==> src/rtl/aes_bist_ctrl.sv <==
// BIST sequencer for the 8-bit AES core: resets the core, runs LFSR/MISR until
// DONE, drains the MISR, then captures and judges the signature.
module aes_bist_ctrl #(
    parameter int               SIG_W        = 8,
    parameter logic [SIG_W-1:0] GOLDEN_SIG   = 8'hC0,
    parameter int               RST_CYCLES   = 4,
    parameter int               DRAIN_CYCLES = 2,
    parameter int               TIMEOUT      = 2048,
    parameter int               CNT_W        = 16
) (
    input  logic             clk,
    input  logic             rst,
    input  logic             start,
    input  logic             abort,
    input  logic             dut_done,
    input  logic [SIG_W-1:0] sig_in,
    output logic             dut_rst,
    output logic             is_bist,
    output logic             en_lsfr_misr,
    output logic             busy,
    output logic             done,
    output logic             pass,
    output logic             fail,
    output logic             timeout,
    output logic [SIG_W-1:0] sig_out,
    output logic [CNT_W-1:0] cycle_cnt
);

    localparam int PH_MAX     = (RST_CYCLES > DRAIN_CYCLES) ? RST_CYCLES : DRAIN_CYCLES;
    localparam int PH_W       = $clog2(PH_MAX + 1);
    localparam int TO_W       = $clog2(TIMEOUT + 1);
    localparam int DRAIN_LAST = (DRAIN_CYCLES > 0) ? DRAIN_CYCLES - 1 : 0;

    localparam logic [PH_W-1:0] RST_END   = PH_W'(RST_CYCLES - 1);
    localparam logic [PH_W-1:0] DRAIN_END = PH_W'(DRAIN_LAST);
    localparam logic [TO_W-1:0] RUN_END   = TO_W'(TIMEOUT - 1);

    typedef enum logic [2:0] {
        S_IDLE,
        S_RST_DUT,
        S_RUN,
        S_DRAIN,
        S_COMPARE,
        S_RESULT
    } state_t;

    state_t          state;
    state_t          next_state;
    logic [PH_W-1:0] phase_cnt;
    logic [TO_W-1:0] run_cnt;
    logic            kill;
    logic            launch;
    logic            run_expired;

    assign kill        = abort && (state != S_IDLE);
    assign launch      = start && ((state == S_IDLE) || (state == S_RESULT));
    assign run_expired = (state == S_RUN) && !dut_done && (run_cnt == RUN_END);

    always_comb begin
        next_state = state;
        unique case (state)
            S_IDLE:    if (start) next_state = S_RST_DUT;
            S_RST_DUT: if (phase_cnt == RST_END) next_state = S_RUN;
            S_RUN: begin
                // DONE on the final budget cycle still counts as a normal finish
                if (dut_done)
                    next_state = (DRAIN_CYCLES == 0) ? S_COMPARE : S_DRAIN;
                else if (run_cnt == RUN_END)
                    next_state = S_RESULT;
            end
            S_DRAIN:   if (phase_cnt == DRAIN_END) next_state = S_COMPARE;
            S_COMPARE: next_state = S_RESULT;
            S_RESULT:  if (start) next_state = S_RST_DUT;
            default:   next_state = S_IDLE;
        endcase
        if (kill) next_state = S_IDLE;
    end

    always_ff @(posedge clk or negedge rst) begin
        if (!rst) begin
            state     <= S_IDLE;
            phase_cnt <= '0;
            run_cnt   <= '0;
        end else begin
            state <= next_state;
            if (next_state != state)
                phase_cnt <= '0;
            else
                phase_cnt <= phase_cnt + PH_W'(1);
            if (state == S_RUN)
                run_cnt <= run_cnt + TO_W'(1);
            else
                run_cnt <= '0;
        end
    end

    // Control outputs are registered from the next state so they line up with it
    always_ff @(posedge clk or negedge rst) begin
        if (!rst) begin
            dut_rst      <= 1'b0;
            is_bist      <= 1'b0;
            en_lsfr_misr <= 1'b0;
            busy         <= 1'b0;
            done         <= 1'b0;
        end else begin
            dut_rst      <= (next_state == S_RST_DUT);
            is_bist      <= (next_state != S_IDLE);
            en_lsfr_misr <= (next_state == S_RUN) || (next_state == S_DRAIN);
            busy         <= (next_state != S_IDLE) && (next_state != S_RESULT);
            done         <= (next_state == S_RESULT) && (state != S_RESULT);
        end
    end

    always_ff @(posedge clk or negedge rst) begin
        if (!rst) begin
            pass      <= 1'b0;
            fail      <= 1'b0;
            timeout   <= 1'b0;
            sig_out   <= '0;
            cycle_cnt <= '0;
        end else if (kill || launch) begin
            pass      <= 1'b0;
            fail      <= 1'b0;
            timeout   <= 1'b0;
            sig_out   <= '0;
            cycle_cnt <= '0;
        end else begin
            if (state == S_RUN && cycle_cnt != '1)
                cycle_cnt <= cycle_cnt + CNT_W'(1);
            if (run_expired) begin
                timeout <= 1'b1;
                fail    <= 1'b1;
                sig_out <= sig_in;
            end
            if (state == S_COMPARE) begin
                sig_out <= sig_in;
                pass    <= (sig_in == GOLDEN_SIG);
                fail    <= (sig_in != GOLDEN_SIG);
            end
        end
    end

endmodule

==> config.mk <==
export PLATFORM = sky130hd
export DESIGN_NAME = aes_bist_ctrl
export DESIGN_NICKNAME = d
export VERILOG_FILES = /design/src/rtl/aes_bist_ctrl.sv
export SDC_FILE = /design/constraint.sdc
export NUM_CORES = 1
export LEC_CHECK = 0
export ABC_AREA = 1
export BUFFER_PORTS_ARGS = -buffer_cell sky130_fd_sc_hd__buf_2
export CORE_MARGIN = 1.5
export CORE_UTILIZATION = 60
export CTS_CLUSTER_SIZE = 16
export DETAILED_ROUTE_END_ITERATION = 7
export MAX_ROUTING_LAYER = met4
export PLACE_DENSITY = 0.94
export RECOVER_POWER = 50
export SETUP_SLACK_MARGIN = 0.5
export SKIP_CTS_REPAIR_TIMING = 1
export SLEW_MARGIN = 20
export SYNTH_ARGS = -nofsm -noshare
export SYNTH_HDL_FRONTEND = slang
export SYNTH_SLANG_ARGS = --single-unit
==> constraint.sdc <==
create_clock -name clk -period 3.95 [get_ports clk]
set_input_delay 0.1975 -clock clk [delete_from_list [all_inputs] [get_ports clk]]
set_output_delay 0.1975 -clock clk [all_outputs]
set_load 0.1 [all_outputs]
After elaboration in Yosys (flattened, before gate mapping)
Index checks and enable logic that the tools add are counted.
- $add $sub $neg: 3
- eq/ne operators: 18
- mux-type cells: 20
- reduce and logical (&&, ||, !) cells: 19
- operators by type and width (operator ; count):
    16-bit two-way mux ; 2
    8-bit two-way mux ; 3
    3-bit two-way mux ; 7
    16-bit by 1-bit adder with 16-bit output (second input constant) ; 1
    16-bit inequality test (second input constant) ; 1
    3-bit by 2-bit == test with 1-bit output (second input constant) ; 5
    3-bit case mux with 5 select lines ; 1
    12-bit by 1-bit adder with 12-bit output (second input constant) ; 1
    12-bit by 11-bit == test with 1-bit output (second input constant) ; 1
    12-bit two-way mux ; 1
    3-bit by 1-bit == test with 1-bit output (second input constant) ; 3
    3-bit == test (second input constant) ; 3
    3-bit nonzero test ; 3
    8-bit == test (second input constant) ; 1
    8-bit inequality test (second input constant) ; 1
    1-bit logical AND ; 7
    1-bit two-way mux ; 6
    3-bit inequality test (second input constant) ; 2
    2-bit nonzero test ; 3
    3-bit by 1-bit adder with 3-bit output (second input constant) ; 1
    3-bit logical NOT ; 1
    1-bit logical OR ; 3
    3-bit inequality test ; 1
    2-bit OR reduction ; 1
    1-bit logical NOT ; 1
- register bits: 50
- input bits: 13

Depth between registers and ports, before layout
- depth in word-level cells: 7
- gate-level depth with buffers: 14
- mapped depth without buffers: 14

Worst setup path after synthesis
OpenSTA, ideal clock, no wires.
- path kind: reg-to-reg
- start: register cycle_cnt[0]
- end: register cycle_cnt[11]
- arrival time: 2.174 ns
- data required time: 3.817 ns
- slack: 1.643 ns
- stages on the path, launching flop included: 10
- buffers on the path: 1
- cells stage by stage: dfrtp_1 > ha_1 > nand3_1 > nor2_1 > nand3_2 > nand2_2 > buf_4 > nor2_1 > xnor2_1 > nor2_1
- cells in the longest elaborated chain, start to end: 3
- ends and longest elaborated chain (element ; line ; source):
    from (decl) ; 26 ; output logic [CNT_W-1:0] cycle_cnt
    from (signal assigned) ; 129 ; cycle_cnt <= cycle_cnt + CNT_W'(1);
    16-bit by 1-bit adder with 16-bit output or 16-bit inequality test (tied branches) ; 129, 128 ;
    16-bit two-way mux or 1-bit logical AND (tied branches) ; 128 ; if (state == S_RUN && cycle_cnt != '1)
    16-bit two-way mux or 2-bit nonzero test (tied branches) ; n/a ;
Parallel ways exist; a longest one is shown, timed or not. The select of a mux whose other input is x is not followed.
A chain may end at the register's enable or synchronous reset.

Final worst setup path
- start: register state[2]
- end: register cycle_cnt[10]
- cells in the longest elaborated chain, start to end: 5
- ends and longest elaborated chain (element ; line ; source):
    from (decl) ; 47 ; state_t state;
    from (signal assigned) ; 85 ; state <= next_state;
    3-bit == test or 3-bit logical NOT (tied branches) ; 56 ; assign launch = start && ((state == S_IDLE) || (state == S_RESULT));
    1-bit logical OR ; 56 ;
    1-bit logical AND ; 56 ;
    1-bit logical OR ; 121 ; end else if (kill || launch) begin
    16-bit two-way mux or 2-bit nonzero test (tied branches) ; n/a ;
Parallel ways exist; a longest one is shown, timed or not.

==> results.tsv <==
stage	metric	value	unit
yosys	post-synthesis cell type count	34	
yosys	dominant cell type by area after synthesis	dfrtp_1	
floorplanning	die area	4790	um^2
floorplanning	core area	4120	um^2
sta	Slew headroom	0.221	
floorplanning	Top Ports	45	
sta	setup violators final	0	
detailed_routing	TritonRoute pass-1 iters	4	
sta	Final Skew	8.20	ps
place	DP Worst Slack	2020	ps
detailed_routing	DR DRC count	0	
cells_and_area	layout cells sized above 1	0.225	
grt	first-pass GRT wire length	9320	um
yosys	simple-gate area share of the yosys netlist	0.309	
yosys	Syn Inst Count	299	
sta	final worst path period need	2280	ps
cells_and_area	Post-layout nets	364	
setup_path	WP data arrival	2480	ps
yosys	number of synthesized flops with an enable pin	0	
setup_path	worst path bufs/invs	2	
grt	gr usage total	0.245	
clock_tree	root buffer cell	clkbuf_8	
sta	fmax	0.438	GHz
sta	final hold vios	0	
grt	largest net degree at the start of global routing	51	
setup_path	Critical-path top delay cell	dfrtp_1	
setup_path	family with the most delay on the worst path	simple AND/OR/NAND/NOR gates	
detailed_routing	Final ANT Viol Nets	0	
setup_path	CP startpoint	state[2]	
setup_path	reg-to-reg startpoint	state[2]	
floorplanning	initial core utilization	0.639	
setup_path	largest fanout on the critical path	14	
sta	TNS Setup	0	ps
setup_path	Req. time, crit path	4140	ps
yosys	Yosys top cell area share	0.476	
yosys	Synth warnings	0	
yosys	post-synthesis mux area share	0	
yosys	largest family of logic cells by synthesized area	simple AND/OR/NAND/NOR gates	
floorplanning	Die Ht	69.2	um
power_and_ir_drop	Max IR drop VDD	600	uV
floorplanning	std cell rows	23	
yosys	Post-synth top cells	50 x dfrtp_1, 47 x nand2_1, 32 x inv_1	
clock_tree	clk buf depth	2	
yosys	Mean Syn Cell Area	8.80	um^2
sta	period utilisation layout	0.578	
yosys	sequential area share after synthesis	0.476	
sta	Final Max Slew Viols	0	
sta	RSZ-0062 raised after global routing	false	
grt	initial antenna violation count	0	
sta	worst slew pin tran	1170	ps
setup_path	r2r worst-path depth	8	
setup_path	crit path cell chain	inv_1 > nand3_1 > inv_1 > nand2_2 > nor2_2 > nand2_1 > xor2_1 > nor2_1	
setup_path	Critical Path Max Stage Delay	470	ps
yosys	most frequent cell after synthesis	dfrtp_1	
detailed_routing	Total Wirelength	5210	um
sta	Final WS setup	1670	ps
yosys	Synth Area in XOR/XNOR	0.0266	
detailed_routing	Initial DRC Count	124	
setup_path	Most common cell on crit path	inv_1	
detailed_routing	DR WL/cell	13.2	um
clock_tree	CTS Buf Count	5	
clock_tree	CTS tree	built	
yosys	Main synth FF type	dfrtp_1	
yosys	area fraction in compound gates after synthesis	0.0903	
hold_path	HP Class	primary input to flip-flop	
clock_tree	Skew-Pair Late Insertion Delay	310	ps
setup_path	RR Endpoint	cycle_cnt[10]	
yosys	Synth Area in Adders	0.0238	
setup_path	Crit path depth	8	
place	Final HPWL DP	3800	um
cells_and_area	diodes inserted	0	
yosys	post-synthesis async set-or-reset flop share	1.00	
clock_tree	H-tree Lvls	2	
cells_and_area	final core utilization	0.713	
detailed_routing	DR vias	2147	
run	max cap viols	0	
grt	grt ovf	0	
setup_path	CP endpoint kind	flip-flop	
cells_and_area	Area Overhead vs Synth	11.5	%
setup_path	Startpoint Class	flip-flop	
clock_tree	Num Clock Sinks	50	
power_and_ir_drop	PD cells	653	nW/um^2
setup_path	critical path class	flip-flop to flip-flop	
yosys	syn nets	317	
clock_tree	Worst-path clk slew	90	ps
yosys	main area contributors after synthesis	dfrtp_1 48%, nand2_1 6.7%, nand3_1 4.9%	
power_and_ir_drop	LEAKAGE	1.38	nW
setup_path	FF-to-FF setup slack	1670	ps
hold_path	Hold Path Stages	3	
place	Port-buffer cells	44	
yosys	#FFs+latches synth	50	
setup_path	CP endpoint	cycle_cnt[10]	
place	gpl congestion	0.904	
outcome	status	finished, final reports clean	
detailed_routing	vias per cell	5.42	
floorplanning	Die Width	69.2	um
grt	number of global-route vias before repair	2122	
yosys	Cell Area, Synth	2630	um^2
==> placed cells by master (no fill, tap or decap) <==
cell type	synthesis	layout
nor2_2	4	4
nand3_1	26	27
ha_1	5	5
nor3_1	11	11
nor3_2	3	3
inv_1	32	34
a31oi_1	1	1
buf_4	2	1
nand2_1	47	47
nand3_4	3	2
nand2_4	1	1
clkbuf_1	0	15
o21ai_2	9	9
nand3_2	4	4
inv_2	8	6
o21ai_1	2	2
buf_2	0	30
nand2_2	6	6
nand4_1	7	7
a22oi_1	1	1
clkbuf_8	0	5
o21ai_0	10	10
inv_4	1	1
xor2_1	3	3
a21oi_1	14	14
nor3b_1	1	1
dlygate4sd3_1	0	1
o31ai_1	1	1
o21a_1	1	1
nor2_8	1	1
nor3b_2	3	3
dfrtp_1	50	50
xnor2_1	5	5
nor4_1	1	1
nor2_4	2	2
nor2_1	31	31
==> state kept, by name (all words and copies together), names as in the netlist <==
signal / flops
timeout: 1
phase_cnt: 3
fail: 1
state: 3
run_cnt: 12
done: 1
dut_rst: 1
cycle_cnt: 16
busy: 1
sig_out: 8
pass: 1
en_lsfr_misr: 1
is_bist: 1
==> final cells by class <==
cell class / count / area, um^2
Fill cell: 315 / 1180
Tap cell: 50 / 62.6
Timing Repair Buffer: 45 / 216
Sequential cell: 50 / 1250
Multi-Input combinational cell: 203 / 1170
Clock buffer: 7 / 76.3
Inverter: 41 / 156
==> power breakdown <==
| part | switching (mW) | total [mW] | internal (mW) |
|---|---|---|---|
| combinational | 0.805 | 0.986 | 0.181 |
| clock | 0.157 | 0.279 | 0.122 |
| sequential | 0.0550 | 0.651 | 0.596 |
==> tightest hold or removal path: cells and delay by family <==
family / cells / cell delay, ps
AND/OR/NAND/NOR: 1 / 80
buffers and inverters: 1 / 80
AO/OA/AOI/OAI: 1 / 60
==> metal layers <==
metal  track usage  share of wire  up-vias
li1              -              -     1069
met1         0.302           0.45     1027
met2         0.399           0.50       41
met3        0.0581          0.032       10
met4        0.0828          0.019        0
met5             -              0        -
==> kinds of logic after synthesis <==
family | after synthesis
DFF | 50
adders and majority gates | 5
and+or+nand+nor | 151
xor gates and xnor gates | 8
buffers and inverters | 46
AOI/OAI and AO/OA | 39
==> worst min path at each step <==
stage                    from           end  slack, ps
global route        sig_in[1]    sig_out[1]        160
floorplan                 rst          busy       -100
CTS                       rst  en_lsfr_misr        130
global placement          rst  en_lsfr_misr        450
detailed placement        rst  en_lsfr_misr        460
finish              sig_in[7]    sig_out[7]        150
==> stage by stage <==
step,instances,hold slack (ps),total power [mW],area [um^2]
floorplan,299,-98.1,1.52,2630
global placement,388,448,1.64,2870
detailed placement,388,455,1.67,2870
CTS,395,126,1.95,2950
global route,396,158,2.03,2930
finish,396,148,1.92,2930
Note: power is estimated with default switching activity, not from simulation.
